==> src/rtl/idft_ctrl_pkg.sv <==
// Shared types and sizes for the IDFT stream sequencer and its word buffers.
package idft_ctrl_pkg;
   localparam int IDFT_NWORDS = 32;
   localparam int IDFT_SW     = 16;

   typedef logic [4*IDFT_SW-1:0] idft_word_t;

   typedef enum logic [2:0] {
      IDLE,
      NEXT,
      FEED,
      WAIT,
      CAPT
   } state_t;
endpackage

==> src/rtl/idft_word_buf.sv <==
// Single-write-port word RAM. The read port is either registered (1-cycle latency)
// or combinational.
module idft_word_buf
   import idft_ctrl_pkg::*;
#(
   parameter int W      = 4 * IDFT_SW,
   parameter int DEPTH  = IDFT_NWORDS,
   parameter bit REG_RD = 1'b1
) (
   input  logic                     clk,
   input  logic                     we,
   input  logic [$clog2(DEPTH)-1:0] wr_addr,
   input  logic [W-1:0]             wr_data,
   input  logic [$clog2(DEPTH)-1:0] rd_addr,
   output logic [W-1:0]             rd_data
);
   logic [W-1:0] mem [DEPTH];

   always_ff @(posedge clk) begin
      if (we) mem[wr_addr] <= wr_data;
   end

   generate
      if (REG_RD) begin : g_reg_rd
         always_ff @(posedge clk) begin
            rd_data <= mem[rd_addr];
         end
      end else begin : g_comb_rd
         assign rd_data = mem[rd_addr];
      end
   endgenerate
endmodule

==> src/rtl/idft_stream_ctrl.sv <==
// Sequencer feeding 32 packed words into the 64-point IDFT core and capturing its
// 32 result words, with sticky done / timeout / write-collision status.
module idft_stream_ctrl
   import idft_ctrl_pkg::*;
#(
   parameter int SW      = IDFT_SW,
   parameter int NWORDS  = IDFT_NWORDS,
   parameter int TIMEOUT = 4096
) (
   input  logic                      clk_i,
   input  logic                      rst_i,
   input  logic                      start_i,
   input  logic                      in_we_i,
   input  logic [$clog2(NWORDS)-1:0] in_idx_i,
   input  logic [4*SW-1:0]           in_data_i,
   input  logic [$clog2(NWORDS)-1:0] out_idx_i,
   output logic [4*SW-1:0]           out_data_o,
   output logic                      busy_o,
   output logic                      done_o,
   output logic                      timeout_o,
   output logic                      wr_collide_o,
   output logic                      core_next_o,
   output logic [4*SW-1:0]           core_x_o,
   input  logic                      core_next_out_i,
   input  logic [4*SW-1:0]           core_y_i
);
   localparam int IW = $clog2(NWORDS);
   localparam int WW = 4 * SW;

   state_t        state, state_nxt;
   logic [IW-1:0] idx;
   logic [IW-1:0] rd_addr;
   logic [31:0]   wcnt;
   logic          last_idx;
   logic          tmo_hit;
   logic          accept;
   logic          in_wr;
   logic          out_wr;
   logic [WW-1:0] rd_data;

   assign last_idx = (idx == IW'(NWORDS - 1));
   assign tmo_hit  = (TIMEOUT != 0) && (wcnt == 32'(TIMEOUT - 1));
   assign accept   = (state == IDLE) && start_i;

   always_ff @(posedge clk_i or posedge rst_i) begin
      if (rst_i) state <= IDLE;
      else       state <= state_nxt;
   end

   always_comb begin
      state_nxt = state;
      case (state)
         IDLE: if (start_i) state_nxt = NEXT;
         NEXT: state_nxt = FEED;
         FEED: if (last_idx) state_nxt = WAIT;
         WAIT: begin
            if (core_next_out_i) state_nxt = CAPT;
            else if (tmo_hit)    state_nxt = IDLE;
         end
         CAPT: if (last_idx) state_nxt = IDLE;
         default: state_nxt = IDLE;
      endcase
   end

   // Read address runs two words ahead of the word on core_x_o: one cycle for the
   // RAM read register, one for the core_x_o register.
   always_comb begin
      core_next_o = 1'b0;
      busy_o      = 1'b1;
      in_wr       = 1'b0;
      out_wr      = 1'b0;
      rd_addr     = '0;
      case (state)
         IDLE: begin
            busy_o = 1'b0;
            in_wr  = in_we_i;
         end
         NEXT: begin
            core_next_o = 1'b1;
            rd_addr     = IW'(1);
         end
         FEED:    rd_addr = idx + IW'(2);
         CAPT:    out_wr  = 1'b1;
         default: ;
      endcase
   end

   always_ff @(posedge clk_i or posedge rst_i) begin
      if (rst_i) begin
         idx  <= '0;
         wcnt <= '0;
      end else begin
         if (state == FEED || state == CAPT) idx <= idx + IW'(1);
         else                                idx <= '0;
         if (state == WAIT && TIMEOUT != 0)  wcnt <= wcnt + 32'd1;
         else                                wcnt <= '0;
      end
   end

   always_ff @(posedge clk_i or posedge rst_i) begin
      if (rst_i) begin
         done_o       <= 1'b0;
         timeout_o    <= 1'b0;
         wr_collide_o <= 1'b0;
      end else if (accept) begin
         done_o       <= 1'b0;
         timeout_o    <= 1'b0;
         wr_collide_o <= 1'b0;
      end else begin
         if (state == CAPT && last_idx)                    done_o       <= 1'b1;
         if (state == WAIT && !core_next_out_i && tmo_hit) timeout_o    <= 1'b1;
         if (in_we_i && state != IDLE)                     wr_collide_o <= 1'b1;
      end
   end

   always_ff @(posedge clk_i or posedge rst_i) begin
      if (rst_i)                                       core_x_o <= '0;
      else if (state == NEXT || (state == FEED && !last_idx)) core_x_o <= rd_data;
      else                                             core_x_o <= '0;
   end

   idft_word_buf #(.W(WW), .DEPTH(NWORDS), .REG_RD(1'b1)) u_in_buf (
      .clk     (clk_i),
      .we      (in_wr),
      .wr_addr (in_idx_i),
      .wr_data (in_data_i),
      .rd_addr (rd_addr),
      .rd_data (rd_data)
   );

   idft_word_buf #(.W(WW), .DEPTH(NWORDS), .REG_RD(1'b0)) u_out_buf (
      .clk     (clk_i),
      .we      (out_wr),
      .wr_addr (idx),
      .wr_data (core_y_i),
      .rd_addr (out_idx_i),
      .rd_data (out_data_o)
   );
endmodule

==> config.mk <==
export PLATFORM = sky130hd
export DESIGN_NAME = idft_stream_ctrl
export DESIGN_NICKNAME = d
export VERILOG_FILES = /design/src/rtl/idft_ctrl_pkg.sv /design/src/rtl/idft_word_buf.sv /design/src/rtl/idft_stream_ctrl.sv
export SDC_FILE = /design/constraint.sdc
export NUM_CORES = 2
export LEC_CHECK = 0
export ABC_AREA = 1
export CORE_MARGIN = 3
export CORE_UTILIZATION = 25
export CTS_CLUSTER_DIAMETER = 100
export DETAILED_ROUTE_END_ITERATION = 10
export PLACE_DENSITY = 0.38
export SYNTH_ARGS = -nofsm -noshare
export SYNTH_HDL_FRONTEND = slang
export SYNTH_SLANG_ARGS = --single-unit
==> constraint.sdc <==
create_clock -name clk_i -period 8.1 [get_ports clk_i]
set_input_delay 1.62 -clock clk_i [delete_from_list [all_inputs] [get_ports clk_i]]
set_output_delay 1.62 -clock clk_i [all_outputs]
set_load 0.03 [all_outputs]
==> flow_summary.json <==
{
  "postCtsSetupBuffers": 0,
  "antenna_found_initial": 64,
  "setup_viol": 0,
  "fin_util_pct": 29.4,
  "path_depth": 10,
  "synth_area_leader_cell": "edfxtp_1",
  "peakVddDrop_v": 0.000370,
  "ys_types": 37,
  "drive_gt1_share_pct": 7.34,
  "crit_path_top_delay_cell": "clkdlybuf4s50_1",
  "cts_tree": "done",
  "critPathBufInv": 4,
  "hold_viol": 0,
  "root_buffer": "clkbuf_16",
  "ys.flop_type": "edfxtp_1",
  "fp.dieW_um": 828,
  "fin_crit_sh_pct": 81.6,
  "synth-seq-area-share_pct": 75.2,
  "antenna_left": 0,
  "total_power_uw": 57700,
  "fill_cells": 68454,
  "tightest_slew_ns": 1.29,
  "grt_pass1_wl_um": 862000,
  "fp.dieH_um": 828,
  "post_drt_wl_per_cell_um": 27.0,
  "io_buffer_count": 275,
  "slew_headroom_pct": 13.7,
  "synth_top_area_share_pct": 72.9,
  "min_period_ns": 6.61,
  "multi_input_area_mm2": 0.0374,
  "cp_max_fo": 77,
  "hold_class": "reg2reg",
  "ys_async_sr_fraction_pct": 2.51,
  "regArea_mm2": 0.127,
  "dp_cells": 21811,
  "crit_family": "buffers and inverters",
  "p_per_area_mw_per_mm2": 292,
  "synth_edf_count": 4096,
  "avgSynthCellArea_um2": 12.7,
  "ctsHoldBuffers": 0,
  "slew_viol_final": 0,
  "drtIter0Drc": 8824,
  "htree_levels": 5,
  "finalWirelength_um": 613000,
  "dpl.hpwl_um": 278000,
  "cts_resized": 0,
  "netlist_instances": 13335,
  "outcome": "finished, final reports clean",
  "path_cells": "buf_8 > inv_8 > buf_4 > o21ai_0 > o22ai_1 > nand2_1 > nand3_1 > nand2_1 > o21ai_1 > clkdlybuf4s50_1",
  "grtUsageTotal_pct": 17.3,
  "max_cap_violations": 0,
  "fin_skew_ns": 0.0600,
  "cpMostUsedCell": "nand2_1",
  "endpoint_kind": "primary output",
  "reg2reg_depth": 9,
  "min_path_cells": 2,
  "cp-start-kind": "primary input",
  "synth_area_mm2": 0.169,
  "synthTopCellsByCount": "edfxtp_1 (4096), nand3_1 (3196), nand2_1 (1747)",
  "max_freq_ghz": 0.151,
  "grt.overflow.total": 0,
  "cts_sinks": 4267,
  "detail_route.vias_per_cell": 4.82,
  "instances_no_fill": 22727,
  "worstSetupPathType": "in2out",
  "dpl_cell_area_mm2": 0.182,
  "power_leakage_uw": 0.0643,
  "clk_latency_ns": 1.03,
  "max-clock-path-buffers": 4,
  "drc": 0,
  "fin_setup_tns_ns": 0,
  "area_delta_synth_final_pct": 17.1,
  "start_util_pct": 25.1,
  "synth-seq-cells": 4267,
  "cp_data_arrival_time_ns": 4.99,
  "io_pins": 276,
  "finalNetCount": 13509,
  "numCtsBuffers": 484,
  "first_pass_iters": 6,
  "synth.most_common_cell": "edfxtp_1",
  "vias": 109619,
  "dieArea_mm2": 0.685,
  "rsz0062_at_grt": "no",
  "grt_max_degree": 177,
  "synth.net_count": 13485,
  "synth_area_leaders": "edfxtp_1 (73%), nand3_1 (9.5%), nand2_1 (3.9%)",
  "gp_congestion": 0.712,
  "required_ns": 6.48,
  "core_mm2": 0.672,
  "fin_area_mm2": 0.198,
  "max_stage_delay_ns": 0.81,
  "grt_pass1_vias": 108293,
  "row_count": 301,
  "cts.clk_slew.worst_paths_ns": 0.06,
  "yosysWarningCount": 0
}
-- metal layers --
metal | track usage (%) | part of all wire [%] | routed length (um)
met5 | 0 | 0.045 | 277
met4 | 3.66 | 2.2 | 13300
met3 | 2.14 | 4.3 | 26100
met2 | 30.0 | 49 | 303000
met1 | 23.1 | 44 | 270000
-- layout by cell type, fill, tap and decap left out, types with 3 or more instances in the layout --
master / n
clkinv_2: 70
a21oi_1: 44
clkbuf_8: 24
inv_16: 5
inv_8: 9
clkdlybuf4s50_1: 255
inv_1: 140
nor3b_1: 3
buf_4: 161
clkbuf_1: 160
inv_6: 9
edfxtp_1: 4096
bufinv_16: 22
xor2_1: 12
dfxtp_1: 64
clkinvlp_4: 9
dfrtp_1: 107
nand3b_1: 5
clkinv_8: 6
diode_2: 11
nor2_4: 67
clkinv_1: 101
buf_8: 4
clkinv_4: 3
nand4_1: 10
clkinv_16: 7
o221ai_1: 57
ha_1: 7
nand2_1: 1746
nor2_1: 1169
nor4_1: 3
o22ai_1: 455
o21ai_0: 1044
nor3_1: 19
xnor2_1: 4
o211ai_1: 12
clkbuf_16: 490
buf_12: 115
nand3_1: 3194
o21ai_1: 56
-- worst reg2reg max path: stages, from the launching register on --
cell	delay (ns)
dfrtp_1	0.44
nor2_2	0.22
inv_1	0.08
nor2_1	0.09
inv_1	0.04
buf_4	0.16
nor2_1	0.41
nand3_1	0.78
nor2_4	1.15
buf_4	0.49
-- final cells by class --
type,count,share of cell area (%)
Timing Repair Buffer,536,3.11
Clock buffer,674,6.68
Sequential cell,4267,64.3
Tap cell,8938,5.66
Antenna cell,11,0.0139
Clock inverter,231,0.994
Multi-Input combinational cell,7919,19.0
Inverter,151,0.322
-- report_power, final --
part           leakage (uW)  switching, uW  internal [uW]
Sequential           0.0388            184          24700
Clock               0.00736           9260          12000
Combinational        0.0182           8260           3290
Total                0.0643          17700          40000
-- worst paths after layout --
check	start	endpoint	slack [ns]
max	out_idx_i[0]	out_data_o[6]	1.49
min	u_in_buf.rd_data[50]	core_x_o[50]	0.38
max reg2reg	state[0]	u_in_buf.mem[29][53]	3.88
min reg2reg	u_in_buf.rd_data[50]	core_x_o[50]	0.38
max in group asynchronous	rst_i	core_x_o[37]	5.79
min in group asynchronous	rst_i	wr_collide_o	1.08
-- kinds of logic (layout without fill, tap and decap cells) --
group / after synthesis / in the layout / synth area share, %
other cells: 0 / 11 / 0
buf+inv: 1149 / 1592 / 2.90
compound gates: 1673 / 1673 / 5.45
flops: 4267 / 4267 / 75.2
xor+xnor: 16 / 16 / 0.0830
fa+ha+maj: 7 / 7 / 0.0519
simple gates: 6223 / 6223 / 16.3
-- registers in the layout (all words and copies together) (netlist names), 3 cells and up --
name,cells
core_x_o,64
idx,5
state,3
u_in_buf.mem,2048
u_in_buf.rd_data,64
u_out_buf.mem,2048
wcnt,32
-- stage by stage --
stage | worst slack (ns) | hold WS, ns
2_1_floorplan | 2.84 | 0.388
3_3_place_gp | 1.55 | 0.399
3_5_place_dp | 1.52 | 0.397
4_1_cts | 1.53 | 0.351
5_1_grt | 1.42 | 0.400
6_report | 1.49 | 0.380
Note: power is estimated with default switching activity, not from simulation.
